<file path="config.mk">
export PLATFORM = sky130hd
export DESIGN_NAME = mc_ctrl_fsm
export DESIGN_NICKNAME = d
export VERILOG_FILES = /design/src/rtl/mc_ctrl_pkg.sv /design/src/rtl/mc_alu_decoder.sv /design/src/rtl/mc_ctrl_fsm.sv
export SDC_FILE = /design/constraint.sdc
export NUM_CORES = 1
export LEC_CHECK = 0
export CORE_AREA = 2 2 60 62
export CTS_CLUSTER_SIZE = 12
export DETAILED_ROUTE_END_ITERATION = 12
export DIE_AREA = 0 0 62 64
export GPL_ROUTABILITY_DRIVEN = 0
export GPL_TIMING_DRIVEN = 0
export HOLD_SLACK_MARGIN = 0.12
export PLACE_DENSITY_LB_ADDON = 0.08
export SYNTH_ARGS = -nofsm -noshare
export SYNTH_HDL_FRONTEND = slang
export SYNTH_SLANG_ARGS = --single-unit
</file>
<file path="constraint.sdc">
create_clock -name i_clk -period 2 [get_ports i_clk]
set_clock_uncertainty 0.1 [all_clocks]
set_input_delay 0.2 -clock i_clk [delete_from_list [all_inputs] [get_ports i_clk]]
set_output_delay 0.2 -clock i_clk [all_outputs]
set_load 0.02 [all_outputs]
</file>
<file path="src/rtl/mc_ctrl_pkg.sv">
// Shared definitions for the multi-cycle MIPS control FSM: opcode/funct
// values, state encodings, ALU control codes, mux select encodings and the
// control-word struct carried between the decode logic and the output registers.
package mc_ctrl_pkg;

    // Opcodes (instruction[31:26])
    localparam logic [5:0] OP_R    = 6'b000000;
    localparam logic [5:0] OP_LW   = 6'b100011;
    localparam logic [5:0] OP_SW   = 6'b101011;
    localparam logic [5:0] OP_BEQ  = 6'b000100;
    localparam logic [5:0] OP_BNE  = 6'b000101;
    localparam logic [5:0] OP_ADDI = 6'b001000;
    localparam logic [5:0] OP_ANDI = 6'b001100;
    localparam logic [5:0] OP_ORI  = 6'b001101;
    localparam logic [5:0] OP_J    = 6'b000010;

    // R-type funct codes (instruction[5:0])
    localparam logic [5:0] FN_ADD  = 6'b100000;
    localparam logic [5:0] FN_SUB  = 6'b100010;
    localparam logic [5:0] FN_AND  = 6'b100100;
    localparam logic [5:0] FN_OR   = 6'b100101;
    localparam logic [5:0] FN_SLT  = 6'b101010;

    // Native ALU control codes; the top zero-extends to ALU_CTRL_W
    localparam int         ALU_W   = 3;
    localparam logic [2:0] ALU_ADD = 3'b010;
    localparam logic [2:0] ALU_SUB = 3'b110;
    localparam logic [2:0] ALU_AND = 3'b000;
    localparam logic [2:0] ALU_OR  = 3'b001;
    localparam logic [2:0] ALU_SLT = 3'b111;

    // alu_src_b selects
    localparam logic [1:0] SRCB_REGB  = 2'b00;
    localparam logic [1:0] SRCB_FOUR  = 2'b01;
    localparam logic [1:0] SRCB_IMM   = 2'b10;
    localparam logic [1:0] SRCB_IMMSH = 2'b11;

    // pc_src selects
    localparam logic [1:0] PCSRC_ALU    = 2'b00;
    localparam logic [1:0] PCSRC_ALUOUT = 2'b01;
    localparam logic [1:0] PCSRC_JUMP   = 2'b10;

    // State encodings; 14 and 15 are unreachable
    typedef enum logic [3:0] {
        ST_IDLE   = 4'd0,
        ST_FETCH  = 4'd1,
        ST_DECODE = 4'd2,
        ST_MEMADR = 4'd3,
        ST_MEMRD  = 4'd4,
        ST_MEMWB  = 4'd5,
        ST_MEMWR  = 4'd6,
        ST_EXEC   = 4'd7,
        ST_ALUWB  = 4'd8,
        ST_IEXEC  = 4'd9,
        ST_IWB    = 4'd10,
        ST_BEQ    = 4'd11,
        ST_BNE    = 4'd12,
        ST_JUMP   = 4'd13
    } state_t;

    // Registered control word (everything except illegal)
    typedef struct packed {
        logic             reg_write;
        logic             alu_src_a;
        logic [1:0]       alu_src_b;
        logic [ALU_W-1:0] alu_ctrl;
        logic [1:0]       pc_src;
        logic             pc_write;
        logic             branch;
        logic             branch_ne;
        logic             iord;
        logic             mem_write;
        logic             ir_write;
        logic             reg_dst;
        logic             mem_to_reg;
        logic             imm_zext;
    } ctrl_t;

    // True for encodings the FSM can actually occupy
    function automatic logic state_legal(input state_t s);
        return (s <= ST_JUMP);
    endfunction

endpackage

</file>
<file path="src/rtl/mc_alu_decoder.sv">
// Combinational ALU decoder: R-type funct or I-type ALU opcode -> alu_ctrl,
// imm_zext and an invalid flag. Unknown encodings yield alu_ctrl=0.
import mc_ctrl_pkg::*;

module mc_alu_decoder (
    input  logic [5:0]       i_op,
    input  logic [5:0]       i_funct,
    output logic [ALU_W-1:0] o_alu_ctrl,
    output logic             o_imm_zext,
    output logic             o_invalid
);

    // R-type decodes funct; everything else is treated as an immediate ALU op
    always_comb begin
        o_alu_ctrl = '0;
        o_imm_zext = 1'b0;
        o_invalid  = 1'b0;
        if (i_op == OP_R) begin
            case (i_funct)
                FN_ADD:  o_alu_ctrl = ALU_ADD;
                FN_SUB:  o_alu_ctrl = ALU_SUB;
                FN_AND:  o_alu_ctrl = ALU_AND;
                FN_OR:   o_alu_ctrl = ALU_OR;
                FN_SLT:  o_alu_ctrl = ALU_SLT;
                default: o_invalid  = 1'b1;
            endcase
        end else begin
            case (i_op)
                OP_ADDI: o_alu_ctrl = ALU_ADD;
                OP_ANDI: begin o_alu_ctrl = ALU_AND; o_imm_zext = 1'b1; end
                OP_ORI:  begin o_alu_ctrl = ALU_OR;  o_imm_zext = 1'b1; end
                default: o_invalid = 1'b1;
            endcase
        end
    end

endmodule

</file>
<file path="src/rtl/mc_ctrl_fsm.sv">
// Multi-cycle MIPS control FSM. Control outputs are registered: the word for
// the state being entered is computed alongside the next state and loaded on
// the same edge. illegal and the memory-wait gating are the only combinational
// output terms.
// Optional feature: define MC_CTRL_MEM_WAIT_EN to add i_mem_ready and let
// FETCH/MEMRD/MEMWR stall until memory completes.
import mc_ctrl_pkg::*;

module mc_ctrl_fsm #(
    parameter int ALU_CTRL_W = 3,
    parameter int STATE_W    = 4
) (
    input  logic                  i_clk,
    input  logic                  i_rst_n,
    input  logic [5:0]            i_op,
    input  logic [5:0]            i_funct,
`ifdef MC_CTRL_MEM_WAIT_EN
    input  logic                  i_mem_ready,
`endif
    output logic                  o_reg_write,
    output logic                  o_alu_src_a,
    output logic [1:0]            o_alu_src_b,
    output logic [ALU_CTRL_W-1:0] o_alu_ctrl,
    output logic [1:0]            o_pc_src,
    output logic                  o_pc_write,
    output logic                  o_branch,
    output logic                  o_branch_ne,
    output logic                  o_iord,
    output logic                  o_mem_write,
    output logic                  o_ir_write,
    output logic                  o_reg_dst,
    output logic                  o_mem_to_reg,
    output logic                  o_imm_zext,
    output logic                  o_illegal,
    output logic [STATE_W-1:0]    o_state
);

    if (STATE_W < 4) begin : g_bad_state_w
        $error("mc_ctrl_fsm: STATE_W must be >= 4");
    end

    state_t           r_state;
    ctrl_t            r_out;
    state_t           w_next;
    ctrl_t            w_nout;
    ctrl_t            w_out;
    logic             w_illegal;
    logic             w_ready;
    logic             w_legal;
    logic [ALU_W-1:0] w_dec_alu;
    logic             w_dec_zext;
    logic             w_dec_invalid;

`ifdef MC_CTRL_MEM_WAIT_EN
    assign w_ready = i_mem_ready;
`else
    assign w_ready = 1'b1;
`endif

    // One decoder serves both EXEC (funct) and IEXEC (op); op/funct are
    // stable from DECODE, so its result is valid when loading those states.
    mc_alu_decoder u_alu_dec (
        .i_op       (i_op),
        .i_funct    (i_funct),
        .o_alu_ctrl (w_dec_alu),
        .o_imm_zext (w_dec_zext),
        .o_invalid  (w_dec_invalid)
    );

    // Next-state selection and control word for the state being entered
    always_comb begin
        w_next    = r_state;
        w_nout    = '0;
        w_illegal = 1'b0;

        case (r_state)
            ST_IDLE:   w_next = ST_FETCH;
            ST_FETCH:  w_next = w_ready ? ST_DECODE : ST_FETCH;
            ST_DECODE: begin
                case (i_op)
                    OP_R: begin
                        // Bad funct is caught here so the core never reaches
                        // a write-back state for it.
                        if (w_dec_invalid) begin
                            w_illegal = 1'b1;
                            w_next    = ST_FETCH;
                        end else begin
                            w_next    = ST_EXEC;
                        end
                    end
                    OP_LW, OP_SW:              w_next = ST_MEMADR;
                    OP_BEQ:                    w_next = ST_BEQ;
                    OP_BNE:                    w_next = ST_BNE;
                    OP_ADDI, OP_ANDI, OP_ORI:  w_next = ST_IEXEC;
                    OP_J:                      w_next = ST_JUMP;
                    default: begin
                        w_illegal = 1'b1;
                        w_next    = ST_FETCH;
                    end
                endcase
            end
            ST_MEMADR: w_next = (i_op == OP_LW) ? ST_MEMRD : ST_MEMWR;
            ST_MEMRD:  w_next = w_ready ? ST_MEMWB : ST_MEMRD;
            ST_MEMWB:  w_next = ST_FETCH;
            ST_MEMWR:  w_next = w_ready ? ST_FETCH : ST_MEMWR;
            ST_EXEC: begin
                // Only reachable with a bad funct if funct changed after DECODE
                if (w_dec_invalid) begin
                    w_illegal = 1'b1;
                    w_next    = ST_FETCH;
                end else begin
                    w_next    = ST_ALUWB;
                end
            end
            ST_ALUWB:  w_next = ST_FETCH;
            ST_IEXEC:  w_next = ST_IWB;
            ST_IWB:    w_next = ST_FETCH;
            ST_BEQ:    w_next = ST_FETCH;
            ST_BNE:    w_next = ST_FETCH;
            ST_JUMP:   w_next = ST_FETCH;
            default:   w_next = ST_FETCH;
        endcase

        case (w_next)
            ST_FETCH: begin
                w_nout.alu_src_b = SRCB_FOUR;
                w_nout.alu_ctrl  = ALU_ADD;
                w_nout.pc_src    = PCSRC_ALU;
                w_nout.ir_write  = 1'b1;
                w_nout.pc_write  = 1'b1;
            end
            ST_DECODE: begin
                w_nout.alu_src_b = SRCB_IMMSH;
                w_nout.alu_ctrl  = ALU_ADD;
            end
            ST_MEMADR: begin
                w_nout.alu_src_a = 1'b1;
                w_nout.alu_src_b = SRCB_IMM;
                w_nout.alu_ctrl  = ALU_ADD;
            end
            ST_MEMRD:  w_nout.iord = 1'b1;
            ST_MEMWB: begin
                w_nout.mem_to_reg = 1'b1;
                w_nout.reg_write  = 1'b1;
            end
            ST_MEMWR: begin
                w_nout.iord      = 1'b1;
                w_nout.mem_write = 1'b1;
            end
            ST_EXEC: begin
                w_nout.alu_src_a = 1'b1;
                w_nout.alu_src_b = SRCB_REGB;
                w_nout.alu_ctrl  = w_dec_alu;
            end
            ST_ALUWB: begin
                w_nout.reg_dst   = 1'b1;
                w_nout.reg_write = 1'b1;
            end
            ST_IEXEC: begin
                w_nout.alu_src_a = 1'b1;
                w_nout.alu_src_b = SRCB_IMM;
                w_nout.alu_ctrl  = w_dec_alu;
                w_nout.imm_zext  = w_dec_zext;
            end
            ST_IWB: begin
                w_nout.reg_write = 1'b1;
                w_nout.imm_zext  = w_dec_zext;
            end
            ST_BEQ, ST_BNE: begin
                w_nout.alu_src_a = 1'b1;
                w_nout.alu_src_b = SRCB_REGB;
                w_nout.alu_ctrl  = ALU_SUB;
                w_nout.pc_src    = PCSRC_ALUOUT;
                w_nout.branch    = (w_next == ST_BEQ);
                w_nout.branch_ne = (w_next == ST_BNE);
            end
            ST_JUMP: begin
                w_nout.pc_src   = PCSRC_JUMP;
                w_nout.pc_write = 1'b1;
            end
            default: w_nout = '0;
        endcase
    end

    // State and registered control word; reset drops any pending write at once
    always_ff @(posedge i_clk or negedge i_rst_n) begin
        if (!i_rst_n) begin
            r_state <= ST_IDLE;
            r_out   <= '0;
        end else begin
            r_state <= w_next;
            r_out   <= w_nout;
        end
    end

    // Outputs are forced to 0 if the state register ever holds a bad encoding
    assign w_legal = state_legal(r_state);
    assign w_out   = w_legal ? r_out : '0;

    assign o_reg_write  = w_out.reg_write;
    assign o_alu_src_a  = w_out.alu_src_a;
    assign o_alu_src_b  = w_out.alu_src_b;
    assign o_alu_ctrl   = ALU_CTRL_W'(w_out.alu_ctrl);
    assign o_pc_src     = w_out.pc_src;
    assign o_branch     = w_out.branch;
    assign o_branch_ne  = w_out.branch_ne;
    assign o_iord       = w_out.iord;
    assign o_reg_dst    = w_out.reg_dst;
    assign o_mem_to_reg = w_out.mem_to_reg;
    assign o_imm_zext   = w_out.imm_zext;
    // Memory-side strobes fire only on the cycle the access completes
    assign o_ir_write   = w_out.ir_write  & w_ready;
    assign o_pc_write   = w_out.pc_write  & (w_ready | (r_state == ST_JUMP));
    assign o_mem_write  = w_out.mem_write & w_ready;
    assign o_illegal    = w_illegal;
    assign o_state      = STATE_W'(r_state);

endmodule
</file>
==> results of run 1 <==
cell usage after synthesis (3+ instances only):
master,instances
and3_1,3
inv_1,5
buf_2,4
dfrtp_1,22
and2_1,19
nand3_1,6
nand2b_1,3
a21oi_1,7
nor2_1,14
o21ai_0,5
nand2_1,12
nor2b_1,4
nor3_1,5
power by group through the flow:
stage	registers, uW	logic, uW	clock network, uW
final	618	1500	206
after global routing	632	1620	221
after CTS	624	1290	204
after detailed placement	642	1090	0
after global placement	637	1090	0
after floorplan	663	690	0
worst register-to-register path: stages (launching register included):
cell and delay (ns):
dfrtp_2 0.47, nand2b_4 0.18, nor3_4 0.23, buf_4 0.15, nand3_2 0.10, o211a_4 0.18, buf_6 0.13, a21oi_2 0.12
a221oi_2 0.05, or2_1 0.24
metal layers:
metal,up-vias,GRT usage,share of wire
li1,689,-,-
met1,693,0.248,0.41
met2,52,0.341,0.52
met3,8,0.0182,0.046
met4,0,0.0638,0.018
met5,-,0,0
cell usage in the layout, fill, tap and decap left out, drive strengths merged, types with 2 or more instances in the layout:
cell           count
o21ai              6
a21oi              8
nand3              6
and3               3
o22ai              2
and2              19
mux2               2
nor4               2
buf               40
clkbuf            17
nand2b             3
a31oi              2
dfrtp             22
nor3               7
o31a               2
a21boi             3
nand2             12
nor2              14
nor2b              5
clkdlybuf4s50      5
nand4b             2
or2                2
dlygate4sd2       11
or3                2
inv                7
o21a               3
nand4              2
clkdlybuf4s15      2
stage by stage:
| stage | std cells | power (uW) | utilization | hold WS (ns) | setup WS, ns |
|---|---|---|---|---|---|
| 5_1_grt | 271 | 2480 | 0.666 | 0.238 | -0.157 |
| 2_1_floorplan | 154 | 1350 | - | -0.196 | -0.0359 |
| 3_5_place_dp | 235 | 1740 | 0.559 | 0.471 | -0.808 |
| 4_1_cts | 261 | 2120 | 0.641 | 0.231 | -0.0122 |
| 6_report | 271 | 2320 | 0.666 | 0.221 | -0.0505 |
| 3_3_place_gp | 235 | 1730 | 0.559 | 0.467 | -0.767 |
registers in the layout, summed over array words and instances (netlist names):
| register | flops |
|---|---|
| o_state | 4 |
| r_out | 18 |
how the worst max path moves through the flow:
stage,to,slack [ns],depth (start not counted)
after floorplan,r_out[12],-0.04,9
after global placement,o_illegal,-0.77,8
after detailed placement,o_illegal,-0.81,8
after CTS,r_out[12],-0.01,9
after global routing,r_out[12],-0.16,8
final,r_out[12],-0.05,9
area by class of cell:
class / count / area (sq um) / share of cell area
clock buffer: 4 / 26.3 / 0.0120
buffer: 5 / 52.6 / 0.0240
multi-input combinational: 118 / 925 / 0.423
sequential: 22 / 556 / 0.254
inverter: 8 / 40.0 / 0.0183
tap: 46 / 57.6 / 0.0263
timing repair buffer: 68 / 532 / 0.243
logic make-up (layout without fill, tap and decap cells):
logic type,count (synthesis),in the layout,share of synthesized area
and+or+nand+nor,81,81,0.332
muxes,2,2,0.0161
AOI/OAI and AO/OA,35,35,0.211
buffers and inverters,14,85,0.0475
DFF,22,22,0.394
what timing repair did:
item	in CTS	in global routing
setup endpoints to repair	32	21
hold buffers	0	1
hold endpoints to repair	0	1
buffers inserted	23	9
resized for setup	64	48
gates cloned	0	1
pin swaps	12	17
==> flow_results.org, run 1 <==
** Synthesis
- Netlist area before placement :: 0.00140 sq mm
- After synthesis, the share of flip-flops with an asynchronous set or reset is 1.00.
- Dividing the synthesized area by the synthesized cell count gives slightly above 9 sq um.
- Top cells by area in the synthesized netlist :: dfrtp_1, and2_1, nor2_1
- Fraction of the yosys area taken by sequential cells :: 0.394
- In the synthesized netlist the dominant register cell turns out to be dfrtp_1.
- Number of synthesized flops with an enable pin :: 0
- The synthesized design contains 22 register bits.
- Share of the synthesized area in the top cell type :: 0.394
- Netlist cell types :: 50
- Number of nets produced by synthesis :: around 170
- Of all cell types, the one taking the most synthesized area is dfrtp_1.
- Cell count after synthesis :: between 150 and 200
- Yosys warnings :: 0

** Run status
- The checks that failed: setup timing.
- The flow ran to the end, but the final reports show violations.

** Worst setup path
- Crit. Startpoint :: o_state[3]
- Arrival time worst endpoint :: ~2.2 ns
- Critical path, cell by cell :: nand2b_4 > nor3_4 > buf_4 > nand3_2 > o211a_4 > buf_6 > a21oi_2 > a221oi_2 > or2_1
- R2R cell count :: 9
- CP Data Required Time :: between 2 and 2.5 ns
- STA classifies the critical path startpoint as a flip-flop.
- On the critical path, the stage with the largest delay is an instance of dfrtp_2.
- Along the worst path, the maximum fanout reaches 6.
- In this design, the stage delay of the slowest critical-path cell is roughly 0.47 ns.
- Combined buffer and inverter count along the critical path :: 2
- Reg-to-reg critical path endpoint :: r_out[12]
- Broken down by cell family, the worst path's largest delay share belongs to simple AND/OR/NAND/NOR gates.
- In this run the critical register-to-register path is launched from o_state[3].
- STA classifies the critical path endpoint as a flip-flop.
- For flop-to-flop paths, the worst setup slack is -0.05 ns.
- Worst Setup Path Type :: flip-flop to flip-flop

** Detailed routing
- 1st-iter DRT viols :: 42
- Residual DRC :: 0
- After detailed routing, the total wire length is around 3.8 mm.
- The first detailed-routing pass ran for 5 iterations.
- Detail Route Antenna Nets :: 0
- After detailed routing, the number of vias per cell comes to approximately 5.3.
- The routed layout has approximately 1400 vias.
- Dividing the detail-routed wire length by the instance count gives between 10 and 15 um.

** Timing
- Count of final hold-check violations :: 0
- Min Tclk post-route :: about 2.1 ns
- Number of endpoints failing setup at the final stage :: 1
- Slew Limit Fails :: 0
- Based on the critical path, the design can be clocked at up to between 400 and 500 MHz.
- Dividing the final minimum period by the clock period gives 1.03.
- Summed over all failing endpoints, the final setup total negative slack is -0.0505 ns.
- At the pin with the least slew margin, the transition time is just over 0.9 ns.
- Final setup margin :: -0.0505 ns
- RSZ-0062 raised after global routing :: yes
- Measured against its own limit, the worst slew margin works out to 0.375.

** Power and ir drop
- Internal :: 1350 uW
- Of the total power, registers draw 0.266.
- In this run the static leakage power is 0.00102 uW.
- Switching power :: about 970 uW
- Dividing total power by cell area gives a power density of 1060 mW/mm^2.
- Of the total power, combinational logic draws 0.646.
- Net Sw Frac :: 0.418
- VDD sags by at most ~0.00042 V.
- The share of total power dissipated in the clock network is 0.089.

** Worst hold path
- Hold Crit Start :: i_op[5]
- Endpoint with the worst hold slack :: r_out[4]
- Hold/Removal Path Class :: input port to flip-flop
- Along the worst hold path, the cell count comes to 3.

** Floorplan
- In this run the core area contains 21 standard-cell rows.
- For this configuration, the core starts out at a cell density of 0.425.
- The core region is about 0.0033 sq mm.
- Ports :: 37
- Area of the die :: 0.00397 sq mm
- The die is roughly 64 um tall.
- From left edge to right edge, the die measures between 60 and 70 um.

** CTS
- Root buffer selected by CTS :: clkbuf_4
- Clock insertion delay at the later pin of the skew report :: 0.31 ns
- Number of CTS-inserted buffers :: 3
- Clock-pin slew was measured on the worst setup and hold paths at roughly 0.11 ns.
- In this run the deepest clock path goes through 2 buffers.
- In this run the number of H-tree levels came out at 1.
- Counting every sink on the clock net gives 22.
- TritonCTS built the clock tree.

** Place
- After legalization and detailed placement, the total HPWL measured roughly 2.4 mm.
- In this run the tool buffered the top-level ports with 35 buffer cells.
- Area after detailed placement :: ~0.0018 sq mm

** GRT
- The initial antenna violation count is 0.
- In the global route stage, overall resource usage came out at 0.197.
- The first global-routing pass estimated 5.88 mm of wire.
- Entering global routing, the biggest net connects 23 pins.
- Via count of the first global-routing pass :: about 1300
- Total overflow reported by the global router :: 0

** Finish
- Number of nets in the layout :: 240
- Of the cells placed in the final design, the portion with a size suffix greater than 1 is 0.458.
- With fillers left out, the area of the finished cells amounts to 0.00219 sq mm.
- Area added between synthesis and finish :: 56.7%
- The repair_antennas step left the layout with diodes totalling 0.
- Fill cells :: about 290

** Flow run
- Max-cap viol count :: 0
Note: power is estimated with default switching activity, not from simulation.
==> run 2: changes to the inputs <==
- TNS_END_PERCENT: default -> 5
==> run 2 against run 1 <==
Against the previous run: the run still ends with setup timing left; sequential power grew 3.6%; worst hold slack about the same; total power down 9.2%; clock-buffer cell count unchanged; clock power is 2% lower; final cell count down 4.1%; largest cell class unchanged; highest routed layer unchanged.
==> flow_results.org, run 2 (same netlist as run 1, synthesis figures left out) <==
** CTS
- Count of hold buffers inserted by post-cts repair :: 0 (unchanged)
- Clk sinks :: 22 (unchanged)
- TritonCTS clock tree :: done (unchanged)
- The total clock buffers created by CTS was 3 (unchanged).
- Clock tree buffer depth :: 2 (unchanged)
- Clock Pin Slew Worst Setup and Hold Paths :: 0.11 ns (about the same)
- Clock insertion delay at the later pin of the skew report :: 0.30 ns (was 0.31 ns)
- The number of levels the H-tree was split into is 1 (unchanged).
- The root buffer selected by CTS was clkbuf_4 (unchanged).

** Floorplan
- The die width came to 62 um (unchanged).
- Height of the die :: 64 um (unchanged)
- The effective utilization at floorplan is 0.425 (unchanged).
- The number of placement rows was 21 (unchanged).
- Area of the die :: 0.00397 sq mm (unchanged)
- The top-level port count was 37 (unchanged).
- Total core area :: 0.00328 sq mm (unchanged)

** Timing
- The pin slew with the least headroom to its limit is 0.932 ns (was 0.934 ns).
- The final critical-path share of the clock period was 1.03 (about the same).
- The final worst-path setup slack was -0.0610 ns (was -0.0505 ns).
- The final hold slack is 0.221 ns (about the same).
- Slew Limit Fails :: 0 (unchanged)
- The final number of setup-violating endpoints is 4 (was 1).
- The fmax is 485 MHz (was 488 MHz).
- The post-layout minimum cycle time is 2.06 ns (was 2.05 ns).
- Relative slew margins :: 0.377 (was 0.375)
- The count of endpoints failing hold in the final timing report came to 0 (unchanged).
- RSZ-0062 raised after global routing :: yes (unchanged)

** Worst setup path
- The endpoint of the most critical register-to-register path is r_out[8] (was r_out[12]).
- Setup crit start kind :: input port (was flip-flop)
- Delay of the slowest critical-path stage :: 0.43 ns (was 0.47 ns)
- The register-to-register setup slack came to -0.05 ns (about the same).
- Critical path, cell by cell :: dlygate4sd2_1 > or3_4 > nor3_4 > a32oi_2 > o31a_1 > o21a_4 > inv_2 > mux2_2 > nor2_1 (was nand2b_4 > nor3_4 > buf_4 > nand3_2 > o211a_4 > buf_6 > a21oi_2 > a221oi_2 > or2_1)
- CP Data Required Time :: 2.14 ns (was 2.10 ns)
- The length in cells of the worst reg-to-reg path came to 9 (unchanged).
- The launching point of the worst reg2reg path was o_state[3] (unchanged).
- The startpoint-to-endpoint class of the critical path is input port to flip-flop (was flip-flop to flip-flop).
- Critical Path Fanout Max :: 7 (was 6)
- The signal arrival time at the worst endpoint is 2.20 ns (was 2.15 ns).
- Cell class contributing the biggest share of worst-path delay :: simple AND/OR/NAND/NOR gates (unchanged)
- Endpoint kind of the worst setup timing path :: flip-flop (unchanged)
- The buffering stage count on the worst path with inverters included is 2 (unchanged).
- The slowest cell on the critical path was or3_4 (was dfrtp_2).

** Finish
- Number of nets in the layout :: 229 (was 240)
- The utilization of the core after routing came to 0.638 (was 0.666).
- The footprint of the flip-flops and latches came to 556 sq um (unchanged).
- Count of inserted antenna diode cells :: 0 (unchanged)
- Area added between synthesis and finish :: 50.1% (was 56.7%)
- Area of the multi-input gates :: 902 sq um (was 925 sq um)
- Register with the most flip-flops :: r_out (unchanged)
- The most common cell after layout, fill and taps aside is buf_4 (unchanged).
- The fraction of layout cells with a size suffix above 1 was 0.383 (was 0.458).
- Commonest non-fill, non-tap cells in the layout :: buf_4, and2_1, dfrtp_1 (unchanged)
- The number of flip-flops under the largest register name was 18 (unchanged).
- Fill cells :: 298 (was 285)
- The final instance area is 0.00210 sq mm (was 0.00219 sq mm).

** GRT
- The pin count of the biggest net entering global routing came to 23 (unchanged).
- The via count of the first global-routing pass came to 1258 (was 1311).
- Antenna violations before repair :: 0 (unchanged)
- The first-pass GRT wire length came to 5.40 mm (was 5.88 mm).
- GRT Total Usage :: 0.178 (was 0.197)
- Total overflow reported by the global router :: 0 (unchanged)

** Worst hold path
- Hold Crit Start :: i_op[5] (unchanged)
- Hold/Removal Path Class :: input port to flip-flop (unchanged)
- The count of cells along the worst hold path was 3 (unchanged).
- Endpoint with the worst hold slack :: r_out[4] (unchanged)

** Run status
- Run status :: complete, but fails checks (unchanged)
- Violated checks :: setup timing (unchanged)

** Detailed routing
- Total wire length after detailed routing :: 3.31 mm (was 3.82 mm)
- The ratio of routed vias to standard cells came to 5.17 (was 5.32).
- The number of nets still failing antenna checks after routing came to 0 (unchanged).
- First-pass iteration count of the detailed router :: 4 (was 5)
- Vias :: 1344 (was 1442)
- Wirelength per Cell :: 12.7 um (was 14.1 um)
- The number of DRC violations after detailed routing came to 0 (unchanged).
- 1st-iter DRT viols :: 31 (was 42)

** Place
- Sum of net half-perimeters after detailed placement :: 2.39 mm (was 2.40 mm)
- The number of buffers inserted by port buffering was 35 (unchanged).
- The pre-CTS setup slack is -0.764 ns (was -0.808 ns).
- Area after detailed placement :: 0.00183 sq mm (was 0.00184 sq mm)

** Flow run
- Max-cap viol count :: 0 (unchanged)

** Power and ir drop
- Power density of the placed cells :: 1010 mW/mm^2 (was 1060 mW/mm^2)
- P_leak :: 0.000976 uW (was 0.00102 uW)
- The post-layout total power came to 2110 uW (was 2320 uW).
- Max rail drop VDD :: 0.000348 V (was 0.000417 V)
run 2: cell types whose count changed in the layout (fill, tap and decap cells not counted), sizes merged:
cell	delta
clkbuf	-3
dlymetal6s2s	+1
buf	-13
dlygate4sd2	+5
dlygate4sd3	-1
run 2: area by class of cell:
type	count	area share
well taps	46	0.0275
plain buffers	5	0.0251
multi-input cells	118	0.430
clock buffers	4	0.0125
flip-flops and latches	22	0.265
repair buffers	57	0.223
inverters	8	0.0167
run 2: what timing repair did:
action / 4_1_cts / 5_1_grt
setup endpoints to repair: 31 / 19
setup buffers: 12 / 10
pin swaps: 9 / 10
gates resized for setup: 60 / 27
run 2: worst max-delay path by stage:
| stage | startpoint | cells after the start | to | slack [ns] |
|---|---|---|---|---|
| floorplan | o_state[3] | 9 | r_out[12] | -0.04 |
| global placement | i_op[5] | 8 | o_illegal | -0.77 |
| detailed placement | i_op[5] | 8 | o_illegal | -0.76 |
| CTS | o_state[3] | 8 | r_out[12] | -0.08 |
| global route | o_state[3] | 8 | r_out[12] | -0.16 |
| finish | i_op[4] | 9 | r_out[15] | -0.06 |
run 2: metal layers:
layer | GRT usage | up-vias | share of wire
met2 | 0.310 | 36 | 0.52
li1 | - | 666 | -
met1 | 0.228 | 637 | 0.43
met4 | 0.0479 | 0 | 0.015
met3 | 0.0182 | 5 | 0.030
met5 | 0 | - | 0
run 2: through the flow:
step,instances,setup TNS [ns]
floorplan,154,-0.0652
global placement,235,-8.30
detailed placement,235,-8.80
CTS,250,-0.268
global route,260,-1.02
finish,260,-0.186
run 2: report_power, final:
part,switching [uW],internal (uW)
sequential,81.4,559
combinational,685,585
clock,123,77.9
run 2: worst register-to-register path, cell delays in order, from the launching register on:
cell and delay (ns):
dfrtp_2 0.47, nand2b_4 0.18, nor3_4 0.23, nand4b_1 0.22
buf_4 0.19, buf_4 0.12, buf_4 0.12, buf_4 0.12
buf_4 0.13, a21oi_1 0.12
